### src/rtl/invsqrt_pipe_newton_pkg.sv
// rtl/invsqrt_pipe_newton_pkg.sv - shared float widths, constants and FSM encoding
package invsqrt_pipe_newton_pkg;

  localparam int EXP_W  = 8;
  localparam int MAN_W  = 23;
  localparam int WORD_W = 31;
  localparam int BIAS   = 127;

  // 2 integer bits, 26 fraction bits
  localparam int          FIX_W          = 28;
  localparam logic [27:0] F_ONE_HALF_FIX = 28'h600_0000;

  localparam logic [WORD_W-1:0] FLT_MAX31 = 31'h7F7F_FFFF;

  typedef enum logic [2:0] {
    ST_IDLE,
    ST_SQ,
    ST_MX,
    ST_SUB,
    ST_MY
  } state_e;

endpackage

### src/rtl/invsqrt_pipe_newton_mul.sv
// rtl/invsqrt_pipe_newton_mul.sv - combinational positive-float multiply, truncating
module fp_mul31
  import invsqrt_pipe_newton_pkg::*;
(
  input  logic [WORD_W-1:0] a_i,
  input  logic [WORD_W-1:0] b_i,
  output logic [WORD_W-1:0] p_o
);

  logic [EXP_W-1:0]  ea, eb;
  logic [2*MAN_W+1:0] prod;
  logic signed [9:0] e_sum;
  logic [MAN_W-1:0]  man;

  always_comb begin
    ea    = a_i[WORD_W-1:MAN_W];
    eb    = b_i[WORD_W-1:MAN_W];
    prod  = {1'b1, a_i[MAN_W-1:0]} * {1'b1, b_i[MAN_W-1:0]};
    e_sum = $signed({2'b00, ea}) + $signed({2'b00, eb}) - 10'sd127
          + $signed({9'b0, prod[47]});
    // product of two [1,2) mantissas lies in [1,4): at most one normalizing shift
    man   = prod[47] ? 23'(prod >> 24) : 23'(prod >> 23);
    if (ea == '0 || eb == '0) begin
      p_o = '0;
    end else if (e_sum <= 10'sd0) begin
      p_o = '0;
    end else if (e_sum >= 10'sd255) begin
      p_o = FLT_MAX31;
    end else begin
      p_o = {e_sum[7:0], man};
    end
  end

endmodule

### src/rtl/invsqrt_pipe_newton.sv
// rtl/invsqrt_pipe_newton.sv - Newton-Raphson refinement of an inverse-sqrt estimate
module invsqrt_pipe_newton
  import invsqrt_pipe_newton_pkg::*;
#(
  parameter int ITERATIONS = 1
) (
  input  logic              clk,
  input  logic              rst,
  input  logic              valid,
  input  logic [WORD_W-1:0] x2,
  input  logic [WORD_W-1:0] y,
  output logic [WORD_W-1:0] y_out,
  output logic              ready,
  output logic              busy,
  output logic              sat
);

  localparam logic [1:0] ITER_LAST = 2'(ITERATIONS - 1);

  state_e            state_q;
  logic [1:0]        cnt_q;
  logic [WORD_W-1:0] x2_q, y_q, s_q, t_q, f_q, y_out_q;
  logic              ready_q, sat_q, sticky_q;

  logic [WORD_W-1:0] mul_a, mul_b, mul_p;
  logic [EXP_W-1:0]  e_t;
  logic [FIX_W-1:0]  t_fix, diff, norm;
  logic [7:0]        lead;
  logic [WORD_W-1:0] f_d;
  logic              sub_sat;

  always_comb begin
    mul_a = y_q;
    mul_b = y_q;
    case (state_q)
      ST_MX: begin
        mul_a = x2_q;
        mul_b = s_q;
      end
      ST_MY: begin
        mul_a = y_q;
        mul_b = f_q;
      end
      default: ;
    endcase
  end

  fp_mul31 u_mul (
    .a_i(mul_a),
    .b_i(mul_b),
    .p_o(mul_p)
  );

  // f = 1.5 - t in fixed point, then back to float via leading-one search
  always_comb begin
    e_t     = t_q[WORD_W-1:MAN_W];
    sub_sat = 1'b0;
    t_fix   = '0;
    diff    = '0;
    norm    = '0;
    lead    = '0;
    f_d     = '0;
    if (e_t >= 8'd128 || (e_t == 8'd127 && t_q[MAN_W-1:0] >= 23'h40_0000)) begin
      sub_sat = 1'b1;
    end else begin
      if (e_t >= 8'd100) begin
        t_fix = {1'b0, 1'b1, t_q[MAN_W-1:0], 3'b000} >> (8'd127 - e_t);
      end
      diff = F_ONE_HALF_FIX - t_fix;
      for (int i = 0; i < FIX_W; i++) begin
        if (diff[i]) lead = 8'(i);
      end
      norm = diff << (8'd27 - lead);
      f_d  = {8'd101 + lead, 23'(norm >> 4)};
    end
  end

  always_ff @(posedge clk or posedge rst) begin
    if (rst) begin
      state_q  <= ST_IDLE;
      cnt_q    <= '0;
      x2_q     <= '0;
      y_q      <= '0;
      s_q      <= '0;
      t_q      <= '0;
      f_q      <= '0;
      y_out_q  <= '0;
      ready_q  <= 1'b0;
      sat_q    <= 1'b0;
      sticky_q <= 1'b0;
    end else begin
      ready_q <= 1'b0;
      case (state_q)
        ST_IDLE: begin
          if (valid) begin
            x2_q     <= x2;
            y_q      <= y;
            cnt_q    <= '0;
            sticky_q <= 1'b0;
            state_q  <= ST_SQ;
          end
        end
        ST_SQ: begin
          s_q     <= mul_p;
          state_q <= ST_MX;
        end
        ST_MX: begin
          t_q     <= mul_p;
          state_q <= ST_SUB;
        end
        ST_SUB: begin
          f_q     <= f_d;
          if (sub_sat) sticky_q <= 1'b1;
          state_q <= ST_MY;
        end
        ST_MY: begin
          y_q   <= mul_p;
          cnt_q <= cnt_q + 2'd1;
          if (cnt_q == ITER_LAST) begin
            y_out_q <= mul_p;
            sat_q   <= sticky_q;
            ready_q <= 1'b1;
            state_q <= ST_IDLE;
          end else begin
            state_q <= ST_SQ;
          end
        end
        default: state_q <= ST_IDLE;
      endcase
    end
  end

  assign y_out = y_out_q;
  assign ready = ready_q;
  assign sat   = sat_q;
  assign busy  = (state_q != ST_IDLE);

endmodule

### config.mk
export PLATFORM = sky130hd
export DESIGN_NAME = invsqrt_pipe_newton
export DESIGN_NICKNAME = d
export VERILOG_FILES = /design/src/rtl/invsqrt_pipe_newton_pkg.sv /design/src/rtl/invsqrt_pipe_newton_mul.sv /design/src/rtl/invsqrt_pipe_newton.sv
export SDC_FILE = /design/constraint.sdc
export NUM_CORES = 2
export LEC_CHECK = 0
export ABC_AREA = 0
export BUFFER_PORTS_ARGS = -buffer_cell sky130_fd_sc_hd__buf_2
export CORE_MARGIN = 8
export CORE_UTILIZATION = 35
export DETAILED_ROUTE_END_ITERATION = 7
export PLACE_DENSITY = 0.56
export SLEW_MARGIN = 10
export SYNTH_ARGS = -nofsm -noshare
export SYNTH_HDL_FRONTEND = slang
export SYNTH_SLANG_ARGS = --single-unit
### constraint.sdc
create_clock -name clk -period 31.4 [get_ports clk]
set_input_delay 6.28 -clock clk [delete_from_list [all_inputs] [get_ports clk]]
set_output_delay 6.28 -clock clk [all_outputs]
set_load 0.1 [all_outputs]
# Word level (Yosys, flattened, before mapping)
# Index checks and enable logic that the tools add are counted.
[word_totals]
reg_bits = 194
wordCells = 98
[classes]
addsub = 8
n_mul = 1
n_lt_le_gt_ge = 5
eq_ne = 7
shifts = 2
mux = 50
reduce_logical = 14
[ops]
columns = ["op", "n"]
rows = [
  ["2-to-1 mux 8 bit", 27],
  ["2-to-1 mux 31 bit", 6],
  ["one-hot mux 31 bit (2 select lines)", 2],
  ["2-to-1 mux 28 bit", 2],
  ["multiplier 24 x 24 -> 48 bit", 1],
  ["left shift 28 x 8 -> 27 bit", 1],
  [">> shifter 27 x 8 -> 28 bit", 1],
  ["subtractor 27 x 28 -> 28 bit (first input constant)", 1],
  [">= comparator 23 bit (second input constant)", 1],
  ["2-to-1 mux 23 bit", 1],
  ["logical NOT 8 bit", 2],
  ["one-hot mux 3 bit (5 select lines)", 1],
  ["adder 10 x 2 -> 10 bit", 1],
  [">= comparator 10 x 9 -> 1 bit (second input constant)", 1],
  ["<= comparator 10 x 1 -> 1 bit (second input constant)", 1],
  ["subtractor 10 x 8 -> 10 bit (second input constant)", 1],
  ["adder 8 x 8 -> 9 bit", 1],
  ["adder 7 x 8 -> 8 bit (first input constant)", 1],
  ["== test 8 x 7 -> 1 bit (second input constant)", 1],
  [">= comparator 8 x 7 -> 1 bit (second input constant)", 1],
  [">= comparator 8 bit (second input constant)", 1],
  ["subtractor 5 x 8 -> 8 bit (first input constant)", 1],
  ["subtractor 7 x 8 -> 8 bit (first input constant)", 1],
  ["2-to-1 mux 1 bit", 7],
  ["other kinds (17)", 23],
]

# Depth between registers and ports, before layout
[logic_depth]
ltp_word = 36
ltp_mapped = 53
ltp_nobuf = 47

# Hierarchy
# A second synthesis with hierarchy kept.
[hier_totals]
hier_cells = 3593
hier_area_um2 = 32318.5
[by_module_without_submodules]
columns = ["module", "n_inst", "cells_per_inst", "area_per_inst_um2", "seq_area_each_um2"]
rows = [
  ["fp_mul31", 1, 2203, 19140.9, 0.0],
  ["invsqrt_pipe_newton", 1, 1390, 13177.6, 4854.7],
]

# Least setup slack after synthesis
# OpenSTA, ideal clock, no wires.
[synth_timing]
path_kind = "register -> register"
start = "register state_q[1]"
end = "register s_q[17]"
t_arrival_ps = 11688
required_ps = 31317
slack_ps = 19630
path_stages_with_launch = 48
n_path_buf = 8
synth_period_minus_slack_ps = 11770
path_cell_list = "dfrtp_1 -> nor3b_1 -> clkbuf_1 -> clkbuf_1 -> buf_1 -> clkbuf_1 -> mux2i_1 -> clkbuf_1 -> nor2_1 -> fa_1 -> fa_1 -> fa_1 -> inv_1 -> fa_1 -> inv_1 -> fa_1 -> fa_1 -> inv_1 -> (+12 left out) -> mux2i_1 -> and2_1 -> clkbuf_1 -> inv_2 -> clkbuf_1 -> ha_1 -> inv_1 -> ha_1 -> nand3_1 -> xor2_1 -> o41ai_1 -> nand2_1 -> a31oi_1 -> clkbuf_1 -> nor3_1 -> a21oi_1 -> nand2_1 -> o21ai_0"
[synth_via]
elab_chain_cells = 9
elab_cells_between_ends = 18
classes_between = "3 x add/sub; 1 x mul; 2 x order compare; 3 x eq/ne; 6 x mux; 3 x reduce/logical"
[synth_rtl]
columns = ["item", "line", "text"]
rows = [
  ["from (decl)", "invsqrt_pipe_newton.sv:20", "state_e state_q;"],
  ["from (signal assigned)", "invsqrt_pipe_newton.sv:80", "state_q <= ST_IDLE;"],
  ["from (signal assigned)", "invsqrt_pipe_newton.sv:100", "state_q <= ST_SQ;"],
  ["from (signal assigned)", "invsqrt_pipe_newton.sv:105", "state_q <= ST_MX;"],
  ["parallel branches: the longest is 9 deep, another holds multiplier 24 x 24 -> 48 bit", "n/a", ""],
  ["to (signal assigned)", "invsqrt_pipe_newton.sv:104", "s_q <= mul_p;"],
  ["to (decl)", "invsqrt_pipe_newton.sv:22", "logic [WORD_W-1:0] x2_q, y_q, s_q, t_q, f_q, y_out_q;"],
]
# Parallel ways; which one is timed is not known.
# A chain may end at the register's enable or synchronous reset.

# Worst setup path after layout
[layout_timing]
start = "register state_q[0]"
end = "register s_q[27]"
# Same word-level chain as after synthesis.

==> out/metrics.csv <==
stage,metric,value,unit
outcome,outcome,completed,
timing,ratio of final minimum period to clock period,46.40,%
timing,min cycle time layout,14.57,ns
die,Initial Utilization,35.22,%
placed_design,port bufs,98,
finish,Register Area,0.004855,mm^2
detailed_routing,WL per Instance,23.01,um
clocking,postcts setup bufs,0,
die,core area,0.08648,mm^2
clocking,clk buf depth,2,
die,Die Y,311.0,um
timing,fmax,68.64,MHz
clocking,TritonCTS clock tree,yes,
synth,Avg Synthesized Cell Area,8.734,um^2
setup_path,crit end category,flop,
setup_path,worst-path maximum fanout,66,
clocking,clock tree root driver cell,clkbuf_16,
setup_path,Crit Path Category,reg2reg,
detailed_routing,"wirelength, routed",107.5,mm
detailed_routing,Via density,5.427,
finish,post-layout net count,4234,
timing,TNS Setup,0,ns
detailed_routing,Routed Antenna Nets,0,
finish,multi-input logic area,0.02263,mm^2
timing,Final setup viols,0,
timing,worst-margin pin slew,1.216,ns
synth,"count leader, synth",inv_1,
finish,area grow syn2layout,7.703,%
synth,Unique masters post-synth,113,
detailed_routing,DRC Markers,0,
synth,Gate Count Post-Synth,3487,
die,# IOs,99,
synth,top cell type's share of synthesized area,31.68,%
synth,YS warnings,0,
setup_path,crit start category,flop,
synth,Synth async-reset ratio,100.0,%
hold_path,hold_sp,y_out[30]$_DFFE_PP0P_,
clocking,clk sinks,194,
global_routing,largest net degree at the start of global routing,130,
setup_path,worst path arrival time,14.95,ns
synth,Main synth FF type,dfrtp_1,
clocking,CTS hold repair buffers,0,
timing,RSZ-0062 raised after global routing,no,
global_routing,GR Util All Layers,22.03,%
flow_run,max_cap viols,0,
setup_path,R2R Path Start,state_q[0]$_DFFE_PP0P_,
synth,syn nets,4220,
setup_path,crit-path most repeated cell,fa_1,
setup_path,CP max stage delay,1.13,ns
setup_path,worst path required time,31.78,ns
synth,ranking of synthesized cells by area,"fa_1 32%, dfrtp_1 16%, ha_1 7.6%, inv_1 7.4%, nand2_1 6.9%",
clocking,Post-CTS Resized,0,
setup_path,crit path max-delay cell type,clkinv_1,
die,Placement Rows,108,
clocking,H-tree depth,4,
setup_path,"delay-heaviest family, CP",compound AO/OA/AOI/OAI gates,
clocking,clk_lat worst skew,0.45,ns
setup_path,Worst Path Buf+Inv,7,
synth,Mapped Area,0.03046,mm^2
synth,Post-synth top cells,"598 x inv_1, 556 x nand2_1, 482 x fa_1, 348 x nor2_1, 194 x dfrtp_1",
detailed_routing,via count,25350,
global_routing,first-pass GRT wire length,165.8,mm
global_routing,initial antenna violation count,4,
timing,Slew Limit Fails,0,
global_routing,number of global-route vias before repair,26050,
clocking,CTS buffer count,17,
detailed_routing,router iterations before antenna repair,8,
synth,largest area contributor in the netlist,fa_1,
finish,fillers,8934,
die,width of the die,311.0,um
global_routing,grt total ovfl,0,
timing,slew margin rel.,18.90,%
synth,"flops & latches, synth",194,
placed_design,gp weighted congestion,0.9276,
hold_path,Hold Crit Class,reg2reg,
synth,Post-synth EDFFs,0,
synth,"Seq/Total Area, Yosys",15.94,%
die,die area,0.09671,mm^2
setup_path,Critical Path Source,state_q[0]$_DFFE_PP0P_,
timing,Worst Skew,0.01918,ns
timing,Final Hold Fails,0,
clocking,clk slew on worst S/H paths,0.08,ns
detailed_routing,Initial DRC Count,2450,
finish,layout cells sized above 1,9.394,%
placed_design,hpwl dp,83.31,mm
==> per-stage QoR <==
stage	std cells	hold WS, ns	util, %	instance area, um^2	setup slack [ns]
2_1_floorplan	3487	0.4387	-	30460	19.63
5_1_grt	4668	0.4891	37.92	32800	16.03
3_5_place_dp	4636	0.4650	37.23	32200	16.59
3_3_place_gp	4635	0.4616	37.22	32190	16.53
6_report	4670	0.4805	37.93	32800	16.83
4_1_cts	4667	0.4834	37.91	32780	16.51
==> registers in the layout (all words and copies together), names as in the netlist, 2 cells and up <==
register  cells
y_out        31
x2_q         31
y_q          31
state_q       3
f_q          31
t_q          31
cnt_q         2
s_q          31
==> layout make-up <==
| class | count | share of cell area [%] |
|---|---|---|
| Antenna cell | 2 | 0.01526 |
| Clock buffer | 17 | 1.297 |
| Clock inverter | 14 | 0.4920 |
| Inverter | 618 | 7.102 |
| Multi-Input combinational cell | 2510 | 68.99 |
| Sequential cell | 194 | 14.80 |
| Tap cell | 1155 | 4.406 |
| Timing Repair Buffer | 160 | 2.899 |
==> worst paths after layout <==
check	end	slack, ns	cells past startpoint
worst min register to register	y_out[30]$_DFFE_PP0P_	0.48	2
worst max register to register	s_q[27]$_DFFE_PP0P_	16.83	38
max in group asynchronous	x2_q[13]$_DFFE_PP0P_	23.85	3
min in group asynchronous	y_out[28]$_DFFE_PP0P_	6.02	2
worst min-delay path	y_out[30]$_DFFE_PP0P_	0.48	2
worst max-delay path	s_q[27]$_DFFE_PP0P_	16.83	38
==> layout by cell type (no fill, tap or decap), types with 15 or more instances in the layout <==
cell type / instances
nor3_1: 29
fa_1: 482
dfrtp_1: 194
and2_0: 17
mux2i_1: 81
nand2_1: 556
clkinv_1: 15
buf_2: 100
nor2b_1: 15
ha_1: 186
o21ai_0: 155
a22oi_1: 53
clkbuf_16: 17
nor2_1: 345
and2_1: 24
xor2_1: 21
a211oi_1: 16
nand3_1: 33
a21oi_1: 58
o211ai_1: 18
inv_1: 597
mux2_2: 46
xnor2_1: 35
o22ai_1: 22
o221ai_1: 19
buf_4: 60
==> metal layers <==
metal	wire, um	up-vias	track usage (%)	share of wire [%]
li1	-	11170	-	-
met1	47010	12910	31.07	44
met2	47760	1098	34.10	44
met3	9683	167	5.105	9.0
met4	3021	2	5.372	2.8
met5	8	-	0	0.0074
==> tightest hold or removal path, stage by stage, from the launching register on <==
cell and delay, ns:
dfrtp_1 0.35, nand2_1 0.04, o21ai_0 0.06
==> logic make-up (layout without fill, tap and decap cells) <==
| family | Yosys count | count (layout) | share of synthesized area, % |
|---|---|---|---|
| compound gates | 526 | 526 | 12.26 |
| xor+xnor | 58 | 58 | 1.717 |
| fa+ha+maj | 668 | 668 | 39.32 |
| buf+inv | 783 | 809 | 10.09 |
| flops | 194 | 194 | 15.94 |
| mux | 137 | 137 | 4.880 |
| other cells | 0 | 2 | 0 |
| simple gates | 1121 | 1121 | 15.80 |
Power is left out: the tool's default activity adds up to more than one toggle a clock period on the data nets, which glitch-free logic cannot reach.
